==> src/rtl/mcycle_pkg.sv <==
// Shared definitions for the MCycle arbiter.
//   MC_*        : MCycleOp encodings driven on mc_op / req_op
//   arb_state_t : arbiter sequencing states
package mcycle_pkg;

  localparam logic [1:0] MC_SMUL = 2'b00;
  localparam logic [1:0] MC_UMUL = 2'b01;
  localparam logic [1:0] MC_SDIV = 2'b10;
  localparam logic [1:0] MC_UDIV = 2'b11;

  typedef enum logic [1:0] {
    ST_IDLE  = 2'd0,
    ST_ISSUE = 2'd1,
    ST_WAIT  = 2'd2,
    ST_RESP  = 2'd3
  } arb_state_t;

endpackage

==> src/rtl/rr_arbiter.sv <==
// Combinational round-robin arbiter.
//   req     : request vector, one bit per requester
//   pointer : highest-priority requester index for this round
//   grant   : one-hot grant to the first requester at or after pointer (wrapping)
//   index   : binary index of the granted requester
//   any     : at least one request present
module rr_arbiter #(
  parameter int  N_REQ = 2,
  localparam int IDX_W = $clog2(N_REQ)
) (
  input  logic [N_REQ-1:0] req,
  input  logic [IDX_W-1:0] pointer,
  output logic [N_REQ-1:0] grant,
  output logic [IDX_W-1:0] index,
  output logic             any
);

  // Walk offsets from farthest to nearest so the nearest valid requester
  // (lowest rotation offset from pointer) is the last one written and wins.
  always_comb begin
    grant = '0;
    index = '0;
    any   = 1'b0;
    for (int k = N_REQ - 1; k >= 0; k--) begin
      for (int j = 0; j < N_REQ; j++) begin
        if (((int'(pointer) + k) % N_REQ) == j && req[j]) begin
          grant    = '0;
          grant[j] = 1'b1;
          index    = IDX_W'(j);
          any      = 1'b1;
        end
      end
    end
  end

endmodule

==> src/rtl/mcycle_arbiter.sv <==
// Shares one MCycle multiply/divide unit among N_REQ requesters.
// Round-robin grant in IDLE, one Start pulse sequence per accepted request,
// result capture on Busy fall, valid/ready response with requester ID.
// A watchdog aborts an ISSUE/WAIT phase after TIMEOUT cycles with rsp_err=1.
// Ports:
//   CLK, RESET                    clock, synchronous active-low reset
//   req_valid/req_ready           per-requester handshake (ready is one-hot)
//   req_op/req_op1/req_op2        packed per-requester op and operands
//   rsp_valid/rsp_ready           response handshake
//   rsp_id/rsp_result1/2/rsp_err  response payload
//   mc_start/mc_op/mc_operand1/2  to MCycle
//   mc_result1/2/mc_busy          from MCycle
module mcycle_arbiter
  import mcycle_pkg::*;
#(
  parameter int  N_REQ   = 2,
  parameter int  WIDTH   = 32,
  parameter int  TIMEOUT = 256,
  localparam int IDX_W   = $clog2(N_REQ),
  localparam int WD_W    = $clog2(TIMEOUT)
) (
  input  logic                   CLK,
  input  logic                   RESET,
  input  logic [N_REQ-1:0]       req_valid,
  input  logic [2*N_REQ-1:0]     req_op,
  input  logic [WIDTH*N_REQ-1:0] req_op1,
  input  logic [WIDTH*N_REQ-1:0] req_op2,
  output logic [N_REQ-1:0]       req_ready,
  output logic                   rsp_valid,
  input  logic                   rsp_ready,
  output logic [IDX_W-1:0]       rsp_id,
  output logic [WIDTH-1:0]       rsp_result1,
  output logic [WIDTH-1:0]       rsp_result2,
  output logic                   rsp_err,
  output logic                   mc_start,
  output logic [1:0]             mc_op,
  output logic [WIDTH-1:0]       mc_operand1,
  output logic [WIDTH-1:0]       mc_operand2,
  input  logic [WIDTH-1:0]       mc_result1,
  input  logic [WIDTH-1:0]       mc_result2,
  input  logic                   mc_busy
);

  arb_state_t       state_q, state_d;
  logic [IDX_W-1:0] ptr_q,   ptr_d;
  logic [IDX_W-1:0] id_q,    id_d;
  logic [WD_W-1:0]  wd_q,    wd_d;
  logic [1:0]       op_q,    op_d;
  logic [WIDTH-1:0] opa_q,   opa_d;
  logic [WIDTH-1:0] opb_q,   opb_d;
  logic [WIDTH-1:0] res1_q,  res1_d;
  logic [WIDTH-1:0] res2_q,  res2_d;
  logic             err_q,   err_d;

  logic [N_REQ-1:0] gnt;
  logic [IDX_W-1:0] gnt_idx;
  logic             gnt_any;
  logic [1:0]       sel_op;
  logic [WIDTH-1:0] sel_a, sel_b;
  logic             wd_expired;

  rr_arbiter #(.N_REQ(N_REQ)) u_rr (
    .req     (req_valid),
    .pointer (ptr_q),
    .grant   (gnt),
    .index   (gnt_idx),
    .any     (gnt_any)
  );

  // Operand mux driven by the one-hot grant.
  always_comb begin
    sel_op = '0;
    sel_a  = '0;
    sel_b  = '0;
    for (int j = 0; j < N_REQ; j++) begin
      if (gnt[j]) begin
        sel_op = req_op[2*j +: 2];
        sel_a  = req_op1[WIDTH*j +: WIDTH];
        sel_b  = req_op2[WIDTH*j +: WIDTH];
      end
    end
  end

  // Last permitted ISSUE/WAIT cycle: counter started at 0 on the first
  // ISSUE cycle, so TIMEOUT cycles have elapsed when we leave from here.
  assign wd_expired = (wd_q == WD_W'(TIMEOUT - 1));

  always_comb begin
    state_d   = state_q;
    ptr_d     = ptr_q;
    id_d      = id_q;
    wd_d      = wd_q;
    op_d      = op_q;
    opa_d     = opa_q;
    opb_d     = opb_q;
    res1_d    = res1_q;
    res2_d    = res2_q;
    err_d     = err_q;
    req_ready = '0;
    mc_start  = 1'b0;
    rsp_valid = 1'b0;
    unique case (state_q)
      ST_IDLE: begin
        // Gated by RESET so every output reads 0 while reset is held.
        req_ready = RESET ? gnt : '0;
        if (gnt_any) begin
          op_d    = sel_op;
          opa_d   = sel_a;
          opb_d   = sel_b;
          id_d    = gnt_idx;
          wd_d    = '0;
          state_d = ST_ISSUE;
        end
      end
      ST_ISSUE: begin
        if (wd_expired) begin
          res1_d  = '0;
          res2_d  = '0;
          err_d   = 1'b1;
          state_d = ST_RESP;
        end else begin
          mc_start = 1'b1;
          wd_d     = wd_q + WD_W'(1);
          if (mc_busy) state_d = ST_WAIT;
        end
      end
      ST_WAIT: begin
        // A completing operation takes precedence over a simultaneous abort.
        if (!mc_busy) begin
          res1_d  = mc_result1;
          res2_d  = mc_result2;
          err_d   = 1'b0;
          state_d = ST_RESP;
        end else if (wd_expired) begin
          res1_d  = '0;
          res2_d  = '0;
          err_d   = 1'b1;
          state_d = ST_RESP;
        end else begin
          wd_d = wd_q + WD_W'(1);
        end
      end
      ST_RESP: begin
        rsp_valid = 1'b1;
        if (rsp_ready) begin
          ptr_d   = (id_q == IDX_W'(N_REQ - 1)) ? '0 : id_q + IDX_W'(1);
          state_d = ST_IDLE;
        end
      end
      default: state_d = ST_IDLE;
    endcase
  end

  always_ff @(posedge CLK) begin
    if (!RESET) begin
      state_q <= ST_IDLE;
      ptr_q   <= '0;
      id_q    <= '0;
      wd_q    <= '0;
      op_q    <= '0;
      opa_q   <= '0;
      opb_q   <= '0;
      res1_q  <= '0;
      res2_q  <= '0;
      err_q   <= 1'b0;
    end else begin
      state_q <= state_d;
      ptr_q   <= ptr_d;
      id_q    <= id_d;
      wd_q    <= wd_d;
      op_q    <= op_d;
      opa_q   <= opa_d;
      opb_q   <= opb_d;
      res1_q  <= res1_d;
      res2_q  <= res2_d;
      err_q   <= err_d;
    end
  end

  assign rsp_id      = id_q;
  assign rsp_result1 = res1_q;
  assign rsp_result2 = res2_q;
  assign rsp_err     = err_q;
  assign mc_op       = op_q;
  assign mc_operand1 = opa_q;
  assign mc_operand2 = opb_q;

endmodule

==> config.mk <==
export PLATFORM = sky130hd
export DESIGN_NAME = mcycle_arbiter
export DESIGN_NICKNAME = d
export VERILOG_FILES = /design/src/rtl/mcycle_pkg.sv /design/src/rtl/rr_arbiter.sv /design/src/rtl/mcycle_arbiter.sv
export SDC_FILE = /design/constraint.sdc
export NUM_CORES = 1
export LEC_CHECK = 0
export CORE_MARGIN = 4
export CORE_UTILIZATION = 25
export CTS_BUF_LIST = sky130_fd_sc_hd__clkbuf_2 sky130_fd_sc_hd__clkbuf_4 sky130_fd_sc_hd__clkbuf_8
export CTS_CLUSTER_DIAMETER = 30
export DETAILED_ROUTE_END_ITERATION = 10
export PLACE_DENSITY = 0.64
export SLEW_MARGIN = 25
export SYNTH_ARGS = -nofsm -noshare
export SYNTH_HDL_FRONTEND = slang
export SYNTH_SLANG_ARGS = --single-unit
export TNS_END_PERCENT = 10
==> constraint.sdc <==
create_clock -name CLK -period 1.78 [get_ports CLK]
set_input_delay 0.267 -clock CLK [delete_from_list [all_inputs] [get_ports CLK]]
set_output_delay 0.267 -clock CLK [all_outputs]
set_load 0.02 [all_outputs]
==> summary.md <==
| Metric | Value |
|---|---|
| Synthesized area per cell | about 9.2 sq um |
| Status | finished, violations left |
| Mapped Area | 0.00553 sq mm |
| Final Hold Viols | 0 |
| Setup Skew | ~0.019 ns |
| Initial antenna violation count | 0 |
| Post-route cell area | ~0.010 sq mm |
| Routed vias/inst | around 4.8 |
| Maximum VDD drop | slightly above 0.6 mV |
| Yosys cell types | 38 |
| Area occupied by multi-input gates | 0.00256 sq mm |
| Skew-Pair Late Insertion Delay | around 0.43 ns |
| Clock sink count | ~140 |
| Ports | 338 |
| Worst slew margin | a little under three quarters |
| Placed cell area | 0.00946 sq mm |
| Worst hold margin | roughly 0.26 ns |
| Actual slew at the worst max-slew pin | around 0.43 ns |
| Vias in the first global route | around 5800 |
| Antenna-violating nets left | 0 |
| Grt peak-use layer | met2 |
| #FFs+latches synth | 143 |
| Total core area | approximately 0.022 sq mm |
| DR pass1 iterations | 8 |
| Total grt overflow | 0 |
| Initial core utilization | around a quarter |
| Largest net degree at the start of global routing | between 60 and 70 |
| Cts hold-fix bufs | 0 |
| Storage cell area | approximately 0.0029 sq mm |
| Met3 Use GR | 7.38% |
| Routed len/inst | 16.6 um |
| Post-layout util | a little under half |
| Number of synthesized flops with an enable pin | 0 |
| Total GRT Usage | roughly 15% |
| Longest Clk Path Bufs | 2 |
| # fillers | roughly 2100 |
| TritonCTS clock tree | built |
| N_diodes | 0 |
| Max_cap viols | 0 |
| Async set-reset flop share out of synthesis | 0% |
| Commonest non-fill, non-tap cell in the layout | clkdlybuf4s50_1 |
| Tcrit/Tclk final | 104% |
| CP arrival | between 2 and 2.5 ns |
| IO Port Bufs | 337 |
| Die Y | between 150 and 200 um |
| Detailed Place HPWL | 14700 um |
| # DRC | 0 |
| First DRT Iteration DRCs | approximately 570 |
| Vias post-DR | ~5900 |
| Routability cong. | ~0.75 |
| Reg clk slew, reported paths | approximately 0.090 ns |
| Die X | between 150 and 200 um |
| Most frequent cells in the layout | clkdlybuf4s50_1, dfxtp_1, nand2_1 |
| Hold WC Path Type | in -> reg |
| Critical Path Source Type | register |
| Worst-path fanout max | 6 |
| Met1 GRT Util | between 15 and 20% |
| Kind of end point of the critical path | register |
| RSZ-0062 raised after global routing | yes |
| Leakage | between 3 and 4 nW |
| Slew Viols, Final | 0 |
| Pre-CTS setup slack | -0.270 ns |
| Worst path required time | approximately 2.1 ns |
| Worst reg-to-reg setup slack | -0.08 ns |
| Syn Inst Count | 603 |
| Die area | around 0.025 sq mm |
| Pwr Total | 11.3 mW |
| Critical path type | reg -> reg |
| Syn Nets | between 800 and 900 |
| Worst setup margin | -0.0783 ns |
| First-pass GRT wire length | ~30000 um |
| Final setup vio count | 7 |
| Yosys warns | 0 |
| Layout area overhead | 80.1% |
| Row Count | between 50 and 60 |
| Routed WL | 20500 um |
| Num CTS Buffers | 17 |
| Share of cells above drive strength 1 | a little under an eighth |
| Final #Nets | roughly 1200 |
| Failing checks | negative setup slack |
| H-tree depth | 4 |
| Pwr per Cell Area | between 1000 and 1500 mW/mm^2 |
| Register area share after synthesis | between 50% and 60% |
| Clk root buf | clkbuf_8 |
| Crit path time final | approximately 1.9 ns |
| Fmax | roughly 0.54 GHz |
| M2 GR Usage | roughly 27% |
| Most used flip-flop cell after synthesis | dfxtp_1 |
[cells in the mapped netlist, types with 2 or more instances]
library cell | number | area [sq um]
buf_1 | 10 | 37.5
nand2b_1 | 4 | 25.0
inv_1 | 5 | 18.8
clkbuf_1 | 26 | 97.6
a222oi_1 | 66 | 661
nor2b_1 | 70 | 438
buf_2 | 17 | 85.1
nor2_1 | 2 | 7.51
nand4_1 | 4 | 25.0
mux2i_1 | 4 | 40.0
o21ai_1 | 3 | 15.0
or3b_1 | 2 | 17.5
dfxtp_1 | 143 | 2860
o41ai_1 | 2 | 17.5
ha_1 | 6 | 75.1
and3_1 | 2 | 12.5
a21oi_1 | 71 | 355
nand2_1 | 140 | 526
nand3_1 | 3 | 15.0
or3_1 | 2 | 12.5
and2_1 | 4 | 25.0
[layout make-up]
class | count | share of cell area, %
Clock buffer | 20 | 2.57
Multi-Input combinational cell | 401 | 25.7
Clock inverter | 12 | 1.13
Tap cell | 280 | 3.52
Inverter | 5 | 0.188
Sequential cell | 143 | 28.8
Timing Repair Buffer | 377 | 38.2
[through the flow]
stage	std cells	TNS, ns
floorplan	603	-0.146
global placement	1202	-8.91
detailed placement	1202	-10.98
CTS	1238	-0.462
global route	1238	-1.14
finish	1238	-0.234
[flip-flops by register name (all words and copies together), names as in the netlist]
signal and cells:
rsp_result2 32, rsp_id 1, rsp_err 1, mc_op 2, wd_q 8, ptr_q 1
mc_operand2 32, rsp_result1 32, mc_operand1 32, state_q 2
[path summary, 6_finish.rpt]
check                                    start             end  depth (start not counted)
worst max-delay path                state_q[0]         wd_q[1]                          7
worst min-delay path                     RESET         rsp_err                          2
worst max register to register      state_q[0]         wd_q[1]                          7
worst min register to register  rsp_result1[8]  rsp_result1[8]                          2
[per-layer routing]
| layer | vias to the layer above | wire length (um) |
|---|---|---|
| met5 | - | 0 |
| met4 | 0 | 127 |
| met3 | 8 | 2520 |
| met2 | 273 | 9950 |
| met1 | 2740 | 7910 |
| li1 | 2863 | - |
[critical path: stages, from the launching register on]
cell	delay (ns)
dfxtp_2	0.34
inv_2	0.05
ha_4	0.16
buf_4	0.15
nor3b_2	0.19
or3_4	0.39
or3b_4	0.39
a21oi_2	0.12
[what timing repair did]
action                                  in CTS  in global routing
gates cloned                                 0                  0
endpoints found under the setup margin      27                 63
pin swaps                                    2                  1
setup buffers                                4                  0
gates resized for setup                     27                 17
[report_power, final]
group	leakage [nW]	total [mW]	switching (mW)	internal (mW)
clock network	0.176	2.47	1.31	1.16
registers	1.17	3.95	0.270	3.68
logic	2.18	4.92	2.41	2.52
[logic make-up (layout without fill, tap and decap cells)]
family	Yosys count	count (layout)	share of synthesized area, %
simple gates	237	237	20.7
compound gates	153	153	20.8
fa+ha+maj	6	6	1.36
flops	143	143	51.8
mux	5	5	0.927
buf+inv	59	414	4.52
Power figures use the tool's default switching activity.
